[src/rtl/id_stage_ras_pkg.sv]
// Shared definitions for the id_stage_ras decode stage.
// Contents:
//   - opcode encodings OP_NOP..OP_ILL;
//   - branch condition codes selected by ra[1:0];
//   - helpers giving instruction width and field offsets as functions of W and RA_W.
// Instruction layout (MSB to LSB): imm[W] | opcode[4] | ra[RA_W] | rb[RA_W].
package id_pkg;

    localparam logic [3:0] OP_NOP  = 4'h0;
    localparam logic [3:0] OP_ADD  = 4'h1;
    localparam logic [3:0] OP_SUB  = 4'h2;
    localparam logic [3:0] OP_AND  = 4'h3;
    localparam logic [3:0] OP_OR   = 4'h4;
    localparam logic [3:0] OP_SHL  = 4'h5;
    localparam logic [3:0] OP_SHR  = 4'h6;
    localparam logic [3:0] OP_LDI  = 4'h7;
    localparam logic [3:0] OP_LD   = 4'h8;
    localparam logic [3:0] OP_ST   = 4'h9;
    localparam logic [3:0] OP_IN   = 4'hA;
    localparam logic [3:0] OP_OUT  = 4'hB;
    localparam logic [3:0] OP_BR   = 4'hC;
    localparam logic [3:0] OP_CALL = 4'hD;
    localparam logic [3:0] OP_RET  = 4'hE;
    localparam logic [3:0] OP_ILL  = 4'hF;

    localparam logic [1:0] COND_AL = 2'b00;
    localparam logic [1:0] COND_Z  = 2'b01;
    localparam logic [1:0] COND_N  = 2'b10;
    localparam logic [1:0] COND_NZ = 2'b11;

    function automatic int instr_w(input int w, input int ra_w);
        return w + 4 + 2 * ra_w;
    endfunction

    function automatic int imm_lsb(input int ra_w);
        return 4 + 2 * ra_w;
    endfunction

    function automatic int op_lsb(input int ra_w);
        return 2 * ra_w;
    endfunction

    function automatic int ra_lsb(input int ra_w);
        return ra_w;
    endfunction

endpackage

[src/rtl/id_stage_ras_if.sv]
// Bundle of all decode-stage signals except clock and reset.
// Modports:
//   - master: drives Instruction/PC_in/write-back/hazard/flags and observes the decoded outputs;
//   - slave:  the decode stage itself.
interface id_stage_ras_if #(
    parameter int W         = 8,
    parameter int NREGS     = 4,
    parameter int RAS_DEPTH = 4
);
    import id_pkg::*;

    localparam int RA_W = $clog2(NREGS);
    localparam int IW   = instr_w(W, RA_W);
    localparam int CW   = $clog2(RAS_DEPTH) + 1;

    logic [IW-1:0]   Instruction;
    logic [W-1:0]    PC_in;
    logic [W-1:0]    Result_WB;
    logic            writeBackEn;
    logic [RA_W-1:0] Dest_wb;
    logic            hazard;
    logic            Z;
    logic            N;

    logic            WB_EN;
    logic            MEM_R_EN;
    logic            MEM_W_EN;
    logic            S;
    logic            inPort;
    logic            outPort;
    logic [3:0]      EXE_CMD;
    logic [W-1:0]    Val_Ra;
    logic [W-1:0]    Val_Rb;
    logic            imm;
    logic [W-1:0]    Val_Imm;
    logic [RA_W-1:0] Dest;
    logic [RA_W-1:0] src1;
    logic [RA_W-1:0] src2;
    logic            src1_en;
    logic            src2_en;
    logic [W-1:0]    Br_addr;
    logic            B;
    logic            illegal;
    logic [CW-1:0]   ras_count;
    logic            ras_ovf;
    logic            ras_unf;

    modport master (
        output Instruction, PC_in, Result_WB, writeBackEn, Dest_wb, hazard, Z, N,
        input  WB_EN, MEM_R_EN, MEM_W_EN, S, inPort, outPort, EXE_CMD, Val_Ra, Val_Rb,
               imm, Val_Imm, Dest, src1, src2, src1_en, src2_en, Br_addr, B, illegal,
               ras_count, ras_ovf, ras_unf
    );

    modport slave (
        input  Instruction, PC_in, Result_WB, writeBackEn, Dest_wb, hazard, Z, N,
        output WB_EN, MEM_R_EN, MEM_W_EN, S, inPort, outPort, EXE_CMD, Val_Ra, Val_Rb,
               imm, Val_Imm, Dest, src1, src2, src1_en, src2_en, Br_addr, B, illegal,
               ras_count, ras_ovf, ras_unf
    );

endinterface

[src/rtl/id_stage_ras_ras_stack.sv]
// Return-address stack: circular buffer of DEPTH entries plus a valid count.
// Ports:
//   - clk, rst_n: clock and asynchronous active-low reset;
//   - push/din:   store din as the new top (overwrites the oldest entry when full);
//   - pop:        discard the top entry;
//   - top:        current top entry, 0 when empty;
//   - count:      number of valid entries;
//   - ovf, unf:   sticky overflow / underflow flags.
module ras_stack #(
    parameter int W     = 8,
    parameter int DEPTH = 4
) (
    input  logic                       clk,
    input  logic                       rst_n,
    input  logic                       push,
    input  logic                       pop,
    input  logic [W-1:0]               din,
    output logic [W-1:0]               top,
    output logic [$clog2(DEPTH):0]     count,
    output logic                       ovf,
    output logic                       unf
);
    localparam int PW = (DEPTH > 1) ? $clog2(DEPTH) : 1;
    localparam int CW = $clog2(DEPTH) + 1;
    localparam logic [CW-1:0] FULL = CW'(DEPTH);

    // ptr_q is the next free slot; the top entry sits one below it.
    logic [PW-1:0] ptr_q, ptr_d, ptr_inc, ptr_dec;
    logic [CW-1:0] cnt_q, cnt_d;
    logic          ovf_q, ovf_d, unf_q, unf_d;
    logic [W-1:0]  mem_q [DEPTH];

    // A one-entry stack keeps its pointer pinned at slot 0.
    function automatic logic [PW-1:0] wrap(input logic [PW-1:0] p);
        return (DEPTH == 1) ? '0 : p;
    endfunction

    assign ptr_inc = wrap(ptr_q + 1'b1);
    assign ptr_dec = wrap(ptr_q - 1'b1);

    always_comb begin
        ptr_d = ptr_q;
        cnt_d = cnt_q;
        ovf_d = ovf_q;
        unf_d = unf_q;
        if (push) begin
            ptr_d = ptr_inc;
            if (cnt_q == FULL) ovf_d = 1'b1;
            else               cnt_d = cnt_q + 1'b1;
        end else if (pop) begin
            if (cnt_q == '0) begin
                unf_d = 1'b1;
            end else begin
                ptr_d = ptr_dec;
                cnt_d = cnt_q - 1'b1;
            end
        end
    end

    always_ff @(posedge clk or negedge rst_n) begin
        if (!rst_n) begin
            ptr_q <= '0;
            cnt_q <= '0;
            ovf_q <= 1'b0;
            unf_q <= 1'b0;
        end else begin
            ptr_q <= ptr_d;
            cnt_q <= cnt_d;
            ovf_q <= ovf_d;
            unf_q <= unf_d;
        end
    end

    // Entry storage needs no reset: the count alone decides what is valid.
    always_ff @(posedge clk) begin
        if (push) mem_q[ptr_q] <= din;
    end

    assign top   = (cnt_q == '0) ? '0 : mem_q[ptr_dec];
    assign count = cnt_q;
    assign ovf   = ovf_q;
    assign unf   = unf_q;

endmodule

[src/rtl/id_stage_ras.sv]
// Decode stage: instruction decode, register file with write-back bypass,
// branch/CALL/RET resolution and a return-address stack.
// Ports:
//   - clk, rst: clock and asynchronous active-low reset;
//   - bus:      id_stage_ras_if slave (instruction, PC_in, write-back, hazard, flags in;
//               EX controls, operands, branch result and RAS status out).
// All outputs are combinational; RF and RAS updates appear the cycle after.
module id_stage_ras
    import id_pkg::*;
#(
    parameter int W         = 8,
    parameter int NREGS     = 4,
    parameter int RAS_DEPTH = 4
) (
    input  logic           clk,
    input  logic           rst,
    id_stage_ras_if.slave  bus
);
    localparam int RA_W = $clog2(NREGS);
    localparam int IMM_L = imm_lsb(RA_W);
    localparam int OP_L  = op_lsb(RA_W);
    localparam int RA_L  = ra_lsb(RA_W);

    logic [3:0]      opcode;
    logic [RA_W-1:0] ra, rb;
    logic [W-1:0]    imm_f;
    logic [1:0]      cond;

    assign opcode = bus.Instruction[OP_L +: 4];
    assign ra     = bus.Instruction[RA_L +: RA_W];
    assign rb     = bus.Instruction[0 +: RA_W];
    assign imm_f  = bus.Instruction[IMM_L +: W];
    assign cond   = 2'(ra);

    // Register file
    logic [W-1:0] rf_q [NREGS];

    always_ff @(posedge clk or negedge rst) begin
        if (!rst) begin
            for (int i = 0; i < NREGS; i++) rf_q[i] <= '0;
        end else if (bus.writeBackEn) begin
            rf_q[bus.Dest_wb] <= bus.Result_WB;
        end
    end

    // Same-cycle bypass lets an instruction see the value being written back now.
    assign bus.Val_Ra = !rst ? '0 :
                        (bus.writeBackEn && bus.Dest_wb == ra) ? bus.Result_WB : rf_q[ra];
    assign bus.Val_Rb = !rst ? '0 :
                        (bus.writeBackEn && bus.Dest_wb == rb) ? bus.Result_WB : rf_q[rb];

    // Return-address stack
    logic         push, pop;
    logic [W-1:0] ras_top;

    ras_stack #(.W(W), .DEPTH(RAS_DEPTH)) u_ras (
        .clk   (clk),
        .rst_n (rst),
        .push  (push),
        .pop   (pop),
        .din   (bus.PC_in),
        .top   (ras_top),
        .count (bus.ras_count),
        .ovf   (bus.ras_ovf),
        .unf   (bus.ras_unf)
    );

    // Decode
    logic       wb, mr, mw, s, inp, outp, b, ill, s1en, s2en, use_imm;
    logic [3:0] cmd;
    logic [W-1:0] br_addr;

    always_comb begin
        wb = 1'b0; mr = 1'b0; mw = 1'b0; s = 1'b0; inp = 1'b0; outp = 1'b0;
        b = 1'b0; ill = 1'b0; s1en = 1'b0; s2en = 1'b0; use_imm = 1'b0;
        cmd = 4'h0;
        br_addr = '0;
        case (opcode)
            OP_ADD, OP_SUB, OP_AND, OP_OR, OP_SHL, OP_SHR: begin
                wb = 1'b1; s = 1'b1; s1en = 1'b1; s2en = 1'b1; cmd = opcode;
            end
            OP_LDI:  begin wb = 1'b1; use_imm = 1'b1; end
            OP_LD:   begin wb = 1'b1; mr = 1'b1; s2en = 1'b1; end
            OP_ST:   begin mw = 1'b1; s1en = 1'b1; s2en = 1'b1; end
            OP_IN:   begin wb = 1'b1; inp = 1'b1; end
            OP_OUT:  begin outp = 1'b1; s1en = 1'b1; end
            OP_BR: begin
                br_addr = imm_f;
                case (cond)
                    COND_AL: b = 1'b1;
                    COND_Z:  b = bus.Z;
                    COND_N:  b = bus.N;
                    default: b = !bus.Z;
                endcase
            end
            OP_CALL: begin b = 1'b1; br_addr = imm_f; end
            // An empty stack yields ras_top = 0, giving the underflow target.
            OP_RET:  begin b = 1'b1; br_addr = ras_top; end
            OP_ILL:  ill = 1'b1;
            default: ;
        endcase

        push = (opcode == OP_CALL) && !bus.hazard;
        pop  = (opcode == OP_RET)  && !bus.hazard;

        // A squashed instruction keeps its source info for the hazard unit
        // but loses every effect on machine state.
        if (bus.hazard) begin
            wb = 1'b0; mr = 1'b0; mw = 1'b0; s = 1'b0; inp = 1'b0; outp = 1'b0;
            b = 1'b0; ill = 1'b0; cmd = 4'h0;
        end
    end

    assign bus.WB_EN    = wb;
    assign bus.MEM_R_EN = mr;
    assign bus.MEM_W_EN = mw;
    assign bus.S        = s;
    assign bus.inPort   = inp;
    assign bus.outPort  = outp;
    assign bus.EXE_CMD  = cmd;
    assign bus.imm      = use_imm;
    assign bus.Val_Imm  = imm_f;
    assign bus.Dest     = ra;
    assign bus.src1     = ra;
    assign bus.src2     = rb;
    assign bus.src1_en  = s1en;
    assign bus.src2_en  = s2en;
    assign bus.Br_addr  = br_addr;
    assign bus.B        = b;
    assign bus.illegal  = ill;

endmodule

[src/flat_wrapper.sv]
// flat-port wrapper written by rule: the top's interface ports become plain ports
module id_stage_ras_flat import id_pkg::*;
#(
    parameter int W         = 8,
    parameter int NREGS     = 4,
    parameter int RAS_DEPTH = 4
)
  (clk, rst, bus_Instruction, bus_PC_in, bus_Result_WB, bus_writeBackEn, bus_Dest_wb, bus_hazard, bus_Z, bus_N, bus_WB_EN, bus_MEM_R_EN, bus_MEM_W_EN, bus_S, bus_inPort, bus_outPort, bus_EXE_CMD, bus_Val_Ra, bus_Val_Rb, bus_imm, bus_Val_Imm, bus_Dest, bus_src1, bus_src2, bus_src1_en, bus_src2_en, bus_Br_addr, bus_B, bus_illegal, bus_ras_count, bus_ras_ovf, bus_ras_unf);
  id_stage_ras_if #(.W(W), .NREGS(NREGS), .RAS_DEPTH(RAS_DEPTH)) bus_i ();
  input  logic clk;
  input  logic rst;
  input wire logic [$bits(bus_i.Instruction)-1:0] bus_Instruction;
  input wire logic [$bits(bus_i.PC_in)-1:0] bus_PC_in;
  input wire logic [$bits(bus_i.Result_WB)-1:0] bus_Result_WB;
  input wire logic [$bits(bus_i.writeBackEn)-1:0] bus_writeBackEn;
  input wire logic [$bits(bus_i.Dest_wb)-1:0] bus_Dest_wb;
  input wire logic [$bits(bus_i.hazard)-1:0] bus_hazard;
  input wire logic [$bits(bus_i.Z)-1:0] bus_Z;
  input wire logic [$bits(bus_i.N)-1:0] bus_N;
  output wire logic [$bits(bus_i.WB_EN)-1:0] bus_WB_EN;
  output wire logic [$bits(bus_i.MEM_R_EN)-1:0] bus_MEM_R_EN;
  output wire logic [$bits(bus_i.MEM_W_EN)-1:0] bus_MEM_W_EN;
  output wire logic [$bits(bus_i.S)-1:0] bus_S;
  output wire logic [$bits(bus_i.inPort)-1:0] bus_inPort;
  output wire logic [$bits(bus_i.outPort)-1:0] bus_outPort;
  output wire logic [$bits(bus_i.EXE_CMD)-1:0] bus_EXE_CMD;
  output wire logic [$bits(bus_i.Val_Ra)-1:0] bus_Val_Ra;
  output wire logic [$bits(bus_i.Val_Rb)-1:0] bus_Val_Rb;
  output wire logic [$bits(bus_i.imm)-1:0] bus_imm;
  output wire logic [$bits(bus_i.Val_Imm)-1:0] bus_Val_Imm;
  output wire logic [$bits(bus_i.Dest)-1:0] bus_Dest;
  output wire logic [$bits(bus_i.src1)-1:0] bus_src1;
  output wire logic [$bits(bus_i.src2)-1:0] bus_src2;
  output wire logic [$bits(bus_i.src1_en)-1:0] bus_src1_en;
  output wire logic [$bits(bus_i.src2_en)-1:0] bus_src2_en;
  output wire logic [$bits(bus_i.Br_addr)-1:0] bus_Br_addr;
  output wire logic [$bits(bus_i.B)-1:0] bus_B;
  output wire logic [$bits(bus_i.illegal)-1:0] bus_illegal;
  output wire logic [$bits(bus_i.ras_count)-1:0] bus_ras_count;
  output wire logic [$bits(bus_i.ras_ovf)-1:0] bus_ras_ovf;
  output wire logic [$bits(bus_i.ras_unf)-1:0] bus_ras_unf;
  assign bus_i.Instruction = bus_Instruction;
  assign bus_i.PC_in = bus_PC_in;
  assign bus_i.Result_WB = bus_Result_WB;
  assign bus_i.writeBackEn = bus_writeBackEn;
  assign bus_i.Dest_wb = bus_Dest_wb;
  assign bus_i.hazard = bus_hazard;
  assign bus_i.Z = bus_Z;
  assign bus_i.N = bus_N;
  assign bus_WB_EN = bus_i.WB_EN;
  assign bus_MEM_R_EN = bus_i.MEM_R_EN;
  assign bus_MEM_W_EN = bus_i.MEM_W_EN;
  assign bus_S = bus_i.S;
  assign bus_inPort = bus_i.inPort;
  assign bus_outPort = bus_i.outPort;
  assign bus_EXE_CMD = bus_i.EXE_CMD;
  assign bus_Val_Ra = bus_i.Val_Ra;
  assign bus_Val_Rb = bus_i.Val_Rb;
  assign bus_imm = bus_i.imm;
  assign bus_Val_Imm = bus_i.Val_Imm;
  assign bus_Dest = bus_i.Dest;
  assign bus_src1 = bus_i.src1;
  assign bus_src2 = bus_i.src2;
  assign bus_src1_en = bus_i.src1_en;
  assign bus_src2_en = bus_i.src2_en;
  assign bus_Br_addr = bus_i.Br_addr;
  assign bus_B = bus_i.B;
  assign bus_illegal = bus_i.illegal;
  assign bus_ras_count = bus_i.ras_count;
  assign bus_ras_ovf = bus_i.ras_ovf;
  assign bus_ras_unf = bus_i.ras_unf;
  id_stage_ras #(.W(W), .NREGS(NREGS), .RAS_DEPTH(RAS_DEPTH)) u_core (.clk(clk), .rst(rst), .bus(bus_i));
endmodule
[config.mk]
export PLATFORM = sky130hd
export DESIGN_NAME = id_stage_ras_flat
export DESIGN_NICKNAME = d
export VERILOG_FILES = /design/src/rtl/id_stage_ras_pkg.sv /design/src/rtl/id_stage_ras_if.sv /design/src/rtl/id_stage_ras_ras_stack.sv /design/src/rtl/id_stage_ras.sv /design/src/flat_wrapper.sv
export SDC_FILE = /design/constraint.sdc
export NUM_CORES = 1
export LEC_CHECK = 0
export CAP_MARGIN = 20
export CORE_ASPECT_RATIO = 1.1
export CORE_MARGIN = 2
export CORE_UTILIZATION = 54
export DETAILED_ROUTE_END_ITERATION = 8
export PLACE_DENSITY = 0.86
export SYNTH_ARGS = -nofsm -noshare
export SYNTH_HDL_FRONTEND = slang
export SYNTH_SLANG_ARGS = --single-unit
export TNS_END_PERCENT = 50
[constraint.sdc]
create_clock -name clk -period 5.46 [get_ports clk]
set_clock_uncertainty 0.2 [all_clocks]
set_input_delay 0.819 -clock clk [delete_from_list [all_inputs] [get_ports clk]]
set_output_delay 0.819 -clock clk [all_outputs]
set_load 0.005 [all_outputs]
Yosys cells after proc, flatten, opt, wreduce, memory -nomap -nowiden:

Memory sizes are Yosys's and may differ from the RTL's.
Cells that the tools add are included.

* memories kept: 1
* word-level logic and storage cells: 109
* flip-flop bits (word level): 39
* input port bits: 40
* memory bits (writable): 32

* add/subtract/negate cells: 4
* reduce and logical (&&, ||, !) cells: 20
* equal/unequal tests: 22
* mux-type cells: 46
* bitwise gates (word level): 4
* $lt $le $gt $ge: 4

Memory list
* u_core.u_ras.mem_q: words 4, width 8, rd ports 1, clocked after memory_dff 0, wr ports 1, line id_stage_ras_ras_stack.sv:31 `logic [W-1:0] mem_q [DEPTH];`

Operator list (count)
* $mux W8: 10
* $bmux W8 S2: 2
* $bwmux W32: 1
* $eq A4 B4 Y1 const B: 8
* $mux W1: 20
* $demux W8 S2: 1
* $eq A4 B3 Y1 const B: 4
* $pmux W8 S2: 1
* $reduce_or A8 Y1: 2
* $mux W3: 4
* $ge A3 B3 Y1 const B: 3
* $not A2 Y3: 3
* $reduce_or A9 Y1: 1
* $eq A4 B2 Y1 const B: 2
* $mux W4: 2
* $mux W2: 3
* $reduce_and A3 Y1: 2
* $reduce_or A6 Y1: 1
* $logic_and A1 B1 Y1: 5
* $eq A2 B2 Y1: 2
* $eq A4 B1 Y1 const B: 1
* $reduce_and A2 Y1: 2
* $reduce_or A2 Y1: 2
* $add A3 B1 Y3 const B: 1
* other kinds (16): 17

Logic depth before layout (Yosys ltp):

Gate-level depths: netlist of run 1.

* depth after elaboration: 6
* mapped depth: 8

By module:

A second synthesis of run 1 with hierarchy kept.

* cells, all modules: 314
* area total of the unflattened synthesis: 4231.6 sq um

By module, submodules not included
* id_stage_ras: cells each 217, area an instance 2536.2 sq um, instances 1, sequential area each 800.8 sq um
* ras_stack: cells each 97, area an instance 1695.4 sq um, instances 1, sequential area each 1136.1 sq um

Worst setup path after synthesis of run 1:

OpenSTA, ideal clock, no wires.

* kind: reg-to-output
* from: register u_core.u_ras.ptr_q[0]
* to: output bus_Br_addr[7]
* slack: 2.567 ns
* stages on the path, launching flop included: 7
* arrival time: 1.874 ns
* data required time: 4.441 ns
* path buffers: 2
* path through: dfrtp_1 -> buf_2 -> inv_1 -> ha_1 -> buf_1 -> mux4_2 -> a22o_1

* word-level cells in the longest chain between the ends: 4

RTL lines
* from (decl): line id_stage_ras_ras_stack.sv:28 `logic [PW-1:0] ptr_q, ptr_d, ptr_inc, ptr_dec;`
* from (signal assigned): line id_stage_ras_ras_stack.sv:67 `ptr_q <= ptr_d;`
* $sub A2 B1 Y2: line id_stage_ras_ras_stack.sv:39 `assign ptr_dec = wrap(ptr_q - 1'b1);`
* $mem_v2 Z4 W8
* $mux W8: line id_stage_ras_ras_stack.sv:79 `assign top = (cnt_q == '0) ? '0 : mem_q[ptr_dec];`
* $pmux W8 S2: line id_stage_ras.sv:78 `case (opcode)`
* to (decl): line flat_wrapper.sv:36 `output wire logic [$bits(bus_i.Br_addr)-1:0] bus_Br_addr;`

No other way between the ends.

Final worst setup path of run 1:

* from: input bus_Instruction[3]
* to: output bus_Val_Ra[5]

* word-level cells in the longest chain between the ends: 6

RTL lines
* from (decl): line flat_wrapper.sv:12 `input wire logic [$bits(bus_i.Instruction)-1:0] bus_Instruction;`
* $not A2 Y3 (not written as such): line id_stage_ras.sv:48 `(bus.writeBackEn && bus.Dest_wb == ra) ? bus.Result_WB : rf_q[ra];`
* $bmux W8 S2: line id_stage_ras.sv:48
* $mux W8 (not written as such) (2 in series): line id_stage_ras.sv:48
* $mux W8 *: line id_stage_ras.sv:48
* $mux W8 *: line id_stage_ras.sv:47 `assign bus.Val_Ra = !rst ? '0 :`
* to (decl): line flat_wrapper.sv:27 `output wire logic [$bits(bus_i.Val_Ra)-1:0] bus_Val_Ra;`

Every way passes the cells marked *; elsewhere a longest branch is shown, timed or not. The select of a mux whose other input is x is not followed.

==> results of run 1 <==
## state kept, by name, summed over array words and instances, names as in the netlist
signal	flops
u_core.u_ras.count	3
u_core.u_ras.unf	1
u_core.u_ras.ovf	1
u_core.u_ras.ptr_q	2
u_core.rf_q	32
u_core.u_ras.mem_q	32
## metrics by stage
stage	setup WS, ns	total power [mW]	cell area (µm²)	utilization [%]	std cells
2_1_floorplan	2.57	1.04	3960	-	284
3_3_place_gp	1.32	1.22	4820	68.4	433
3_5_place_dp	1.31	1.24	4820	68.4	433
4_1_cts	1.30	1.59	4990	70.8	449
5_1_grt	1.12	1.67	5010	71.1	450
6_report	1.29	1.58	5010	71.1	450
## cells in the mapped netlist, types with 2 or more instances
master     n
dfrtp_1   39
edfxtp_1  32
mux2_2    32
mux4_2    24
buf_4     18
mux2i_1   17
nor2b_1   17
buf_2     11
nor2_1    11
nor3_1     9
a22o_1     8
xnor2_1    7
and2_1     6
ha_1       4
inv_1      4
a21o_1     3
a221oi_1   3
nand2_1    3
nand3_1    3
nor4_1     3
buf_1      2
clkbuf_1   2
nand3_2    2
nand3b_1   2
nor3b_1    2
o21a_1     2
o21ai_0    2
## power by group
| part | switching, mW | internal, mW |
|---|---|---|
| clock | 0.187 | 0.163 |
| combinational | 0.192 | 0.322 |
| sequential | 0.0836 | 0.631 |
| total | 0.462 | 1.12 |
## metal layers
metal	track usage, %	vias to the layer above	part of all wire, %
li1	-	1211	-
met1	27.7	1322	40
met2	36.9	105	52
met3	4.22	15	6.0
met4	10.2	0	2.2
met5	0	-	0
## cell families after synthesis
kind of cell,Yosys count,synth area share [%]
other cells,1,0.0947
mux,73,27.1
compound gates,25,5.15
buf+inv,37,5.56
flops,71,48.9
fa+ha+maj,5,1.77
xor+xnor,7,1.55
simple gates,65,9.89
## path summary, 6_finish.rpt
check / to / slack [ns] / cells past startpoint
max: bus_Val_Ra[5] / 1.29 / 6
min: u_core.rf_q[17]$_DFFE_PN0P_ / 0.17 / 1
max reg2reg: u_core.u_ras.ptr_q[1]$_DFFE_PN0P_ / 3.30 / 4
min reg2reg: u_core.u_ras.unf$_DFFE_PN0P_ / 0.26 / 1
max in group asynchronous: u_core.u_ras.ptr_q[0]$_DFFE_PN0P_ / 4.39 / 2
min in group clk: u_core.u_ras.unf$_DFFE_PN0P_ / 0.26 / 1
## area by class of cell
type	instances	area (µm²)
flip-flops and latches	71	1940
multi-input cells	176	1800
clock inverters	6	37.5
repair buffers	98	983
fillers	488	2040
inverters	4	15.0
clock buffers	10	128
well taps	85	106
==> qor.csv, run 1 <==
metric,value,unit
die-area,8030,µm²
diodes,0,
start_util,56.2,%
drv_cap,0,
worstMarginPinSlew,0.945,ns
finalSetupViolCount,0,
r2r_start,u_core.u_ras.ptr_q[0]$_DFFE_PN0P_,
hold_class,input port to async pin,
cts_resized,0,
final.period_utilization,76.5,%
cts.sinks,71,
place.gp.congestion,0.846,
grt_pass1_wl,13500,µm
report.final.slew_viol_count,0,
cts_root_buf,clkbuf_8,
cts-hold-fix-buffers,0,
crit_arrival,3.16,ns
hold_viol_final,0,
synth_seq_area_share,48.9,%
finalSetupTns,0,ns
synthTopCellsByArea,"dfrtp_1, edfxtp_1, mux4_2",
final_cell_mix,"clkdlybuf4s50_1, dfrtp_1, mux2_2, edfxtp_1, mux4_2",
synth_nets,329,
vias_per_cell,5.90,
cts_made_buffers,9,
status,"complete, no violations",
slew_headroom,36.5,%
portBuffers,96,
yosysTopAreaCell,dfrtp_1,
area_growth,26.5,%
clock_path_buffers,2,
syn_inst,284,
nets,405,
vdd_drop_max,211,µV
cpLargestDelayFamily,buffers and inverters,
netlist-cell-type-count,43,
start_kind,input port,
synthArstFlopShare,54.9,%
drtIter0Drc,97,
netlist.area_leader.share,24.7,%
overflow,0,
die_h,93.8,µm
wirelength,8350,µm
worstPathRequired,4.44,ns
core,7050,µm²
detailedPlacementHpwl,5970,µm
timing.critical_path.from,bus_Instruction[3],
p_leak,1.91,nW
ys_ff_latch,71,
track_usage,22.0,%
fmax,240,MHz
grt_pass1_vias,2690,
cts_tree,built,
cts_setup_buffers,0,
vias,2653,
clkLatencyLatePin,0.34,ns
layout_min_cycle_time,4.17,ns
worstPathMaxFanout,13,
layout_commonest_cell,clkdlybuf4s50_1,
end_kind,output port,
worstSetupPathType,input port to output port,
fp-row-count,32,
drcViolationCount,0,
avgRoutedWirePerCell,18.6,µm
netlist_area,3960,µm²
slowest_stage,clkdlybuf4s50_1,
dieWidth,85.6,µm
crit_buf_inv,2,
antenna_found_initial,0,
grt_max_degree,56,
syn_area_per_cell,13.9,µm²
powerDensity,315,nW/µm²
synth_edf_count,32,
yosys_most_used_dff,dfrtp_1,
max_stage_delay,0.89,ns
htreeDepth,3,
clk_transition_reported_paths,0.07,ns
ant_nets,0,
crit_path_cell_trace,clkdlybuf4s50_1 -> xnor2_1 -> nand3_2 -> mux2i_1 -> nor2b_1 -> clkdlybuf4s50_1,
firstDrtPassIters,4,
grt_setup_unrepaired,no,
holdWs,0.169,ns
cpMostUsedCell,clkdlybuf4s50_1,
io_pins,98,
ys_warn_count,0,
drive_gt1_share,22.2,%
Power figures use the tool's default switching activity.
==> run 2, diff against run 1 <==
--- a/config.mk
+++ b/config.mk
@@ -8,9 +8,9 @@
 export CAP_MARGIN = 20
 export CORE_ASPECT_RATIO = 1.1
 export CORE_MARGIN = 2
-export CORE_UTILIZATION = 54
+export CORE_UTILIZATION = 45
 export DETAILED_ROUTE_END_ITERATION = 8
-export PLACE_DENSITY = 0.86
+export PLACE_DENSITY = 0.77
 export SYNTH_ARGS = -nofsm -noshare
 export SYNTH_HDL_FRONTEND = slang
 export SYNTH_SLANG_ARGS = --single-unit
==> constraint.sdc (replaced) <==
create_clock -name clk -period 3.5 [get_ports clk]
set_clock_uncertainty 0.2 [all_clocks]
set_input_delay 0.525 -clock clk [delete_from_list [all_inputs] [get_ports clk]]
set_output_delay 0.525 -clock clk [all_outputs]
set_load 0.005 [all_outputs]
==> qor.csv, run 2 (synthesis results as in run 1) <==
metric,value,unit
status,"complete, no violations",
end_kind,output port,
clock_path_buffers,2,
grt_pass1_vias,2734,
place.gp.congestion,0.740,
worstMarginPinSlew,0.804,ns
avgRoutedWirePerCell,17.4,µm
firstDrtPassIters,5,
die_h,102,µm
p_leak,1.99,nW
fmax,299,MHz
cts_made_buffers,9,
diodes,0,
finalSetupViolCount,0,
area_growth,30.4,%
slew_headroom,46.2,%
worstSetupPathType,input port to output port,
report.final.slew_viol_count,0,
worstPathRequired,2.77,ns
drv_cap,0,
grt_busiest_layer,met2,
hold_class,flip-flop to flip-flop,
detailedPlacementHpwl,6260,µm
cts.sinks,71,
cpMostUsedCell,clkdlybuf4s50_1,
powerDensity,486,nW/µm²
crit_path_cell_trace,clkdlybuf4s50_1 -> buf_4 -> mux4_2 -> mux2i_1 -> nor2b_1 -> clkdlybuf4s50_1,
start_kind,input port,
antenna_found_initial,0,
overflow,0,
layout_min_cycle_time,3.34,ns
use_met3,4.06,%
htreeDepth,3,
finalSetupTns,0,ns
grt_use_met1,25.0,%
vias_per_cell,5.42,
hold_viol_final,0,
drive_gt1_share,25.7,%
ant_nets,0,
nets,422,
track_usage,19.1,%
final_cell_mix,"clkdlybuf4s50_1, dfrtp_1, mux2_2, edfxtp_1, mux4_2",
dpl-instance-area,4980,µm²
vias,2673,
worstPathMaxFanout,5,
vdd_drop_max,256,µV
slowest_stage,clkdlybuf4s50_1,
drtIter0Drc,90,
io_pins,98,
dieWidth,93.4,µm
die-area,9560,µm²
drcViolationCount,0,
portBuffers,96,
use_met2,32.2,%
cpLargestDelayFamily,buffers and inverters,
crit_buf_inv,3,
fp-row-count,35,
clk_transition_reported_paths,0.08,ns
grt_max_degree,36,
wirelength,8570,µm
cts_root_buf,clkbuf_8,
grt_setup_unrepaired,no,
fin_area,5160,µm²
layout_commonest_cell,clkdlybuf4s50_1,
start_util,46.8,%
clkLatencyLatePin,0.34,ns
crit_arrival,2.62,ns
grt_pass1_wl,13900,µm
cts_tree,built,
core,8450,µm²
final.period_utilization,95.5,%
cts_setup_buffers,0,
max_stage_delay,0.66,ns
run 2: cell types whose count changed in the layout (fill, tap and decap cells not counted):
cell	change
buf_12	-1
buf_4	+17
clkbuf_1	-1
dlygate4sd3_1	+1
inv_6	+1
run 2: worst reg2reg max path: stages, from the launching register on:
cell	delay (ns)
dfrtp_1	0.35
buf_4	0.24
ha_1	0.17
and2_1	0.37
run 2: power breakdown:
part | internal (mW) | switching [mW] | total (mW)
clock network | 0.257 | 0.316 | 0.573
logic | 0.520 | 0.333 | 0.852
registers | 0.985 | 0.0974 | 1.08
run 2: metal layers:
| layer | share of wire (%) | vias up |
|---|---|---|
| met5 | 0 | - |
| li1 | - | 1251 |
| met2 | 52 | 73 |
| met3 | 4.5 | 6 |
| met4 | 1.1 | 0 |
| met1 | 43 | 1343 |
run 2: final cells by class:
cell class / count / area (µm²)
multi-input combinational: 176 / 1800
clock inverter: 7 / 46.3
clock buffer: 9 / 124
inverter: 4 / 15.0
fill: 671 / 3290
sequential: 71 / 1940
tap: 111 / 139
timing repair buffer: 115 / 1100
run 2: path summary, 6_finish.rpt:
check	depth (start not counted)	slack, ns	startpoint	end
min in group asynchronous	2	0.55	rst	u_core.rf_q[0]$_DFFE_PN0P_
max reg2reg	3	1.82	u_core.u_ras.ptr_q[0]$_DFFE_PN0P_	u_core.u_ras.mem_q[3][0]$_DFFE_PP_
min reg2reg	1	0.26	u_core.u_ras.unf$_DFFE_PN0P_	u_core.u_ras.unf$_DFFE_PN0P_
min	1	0.26	u_core.u_ras.unf$_DFFE_PN0P_	u_core.u_ras.unf$_DFFE_PN0P_
max	6	0.16	bus_Instruction[2]	bus_Val_Ra[4]
max in group asynchronous	3	1.98	rst	u_core.rf_q[29]$_DFFE_PN0P_
run 2: metrics by stage:
stage,utilization (%),total power [mW],cells,setup slack (ns),hold WS (ns)
after floorplan,-,1.62,284,0.901,0.0294
after global placement,59.0,1.93,476,0.206,0.240
after detailed placement,59.0,1.96,476,0.108,0.245
after CTS,61.1,2.54,493,0.0992,0.263
after global routing,61.1,2.66,493,0.0238,0.301
final,61.1,2.51,493,0.159,0.260
run 2: what timing repair did:
item                      in CTS  in global routing
gates resized for setup        0                  0
hold endpoints to repair      13                  0
hold buffers                   1                  0
==> run 3, diff against run 2 <==
--- a/config.mk
+++ b/config.mk
@@ -11,6 +11,7 @@
 export CORE_UTILIZATION = 45
 export DETAILED_ROUTE_END_ITERATION = 8
 export PLACE_DENSITY = 0.77
+export SLEW_MARGIN = 20
 export SYNTH_ARGS = -nofsm -noshare
 export SYNTH_HDL_FRONTEND = slang
 export SYNTH_SLANG_ARGS = --single-unit
==> results of run 3 <==
The final DEF is identical to that of run 2; final timing and power are the same.
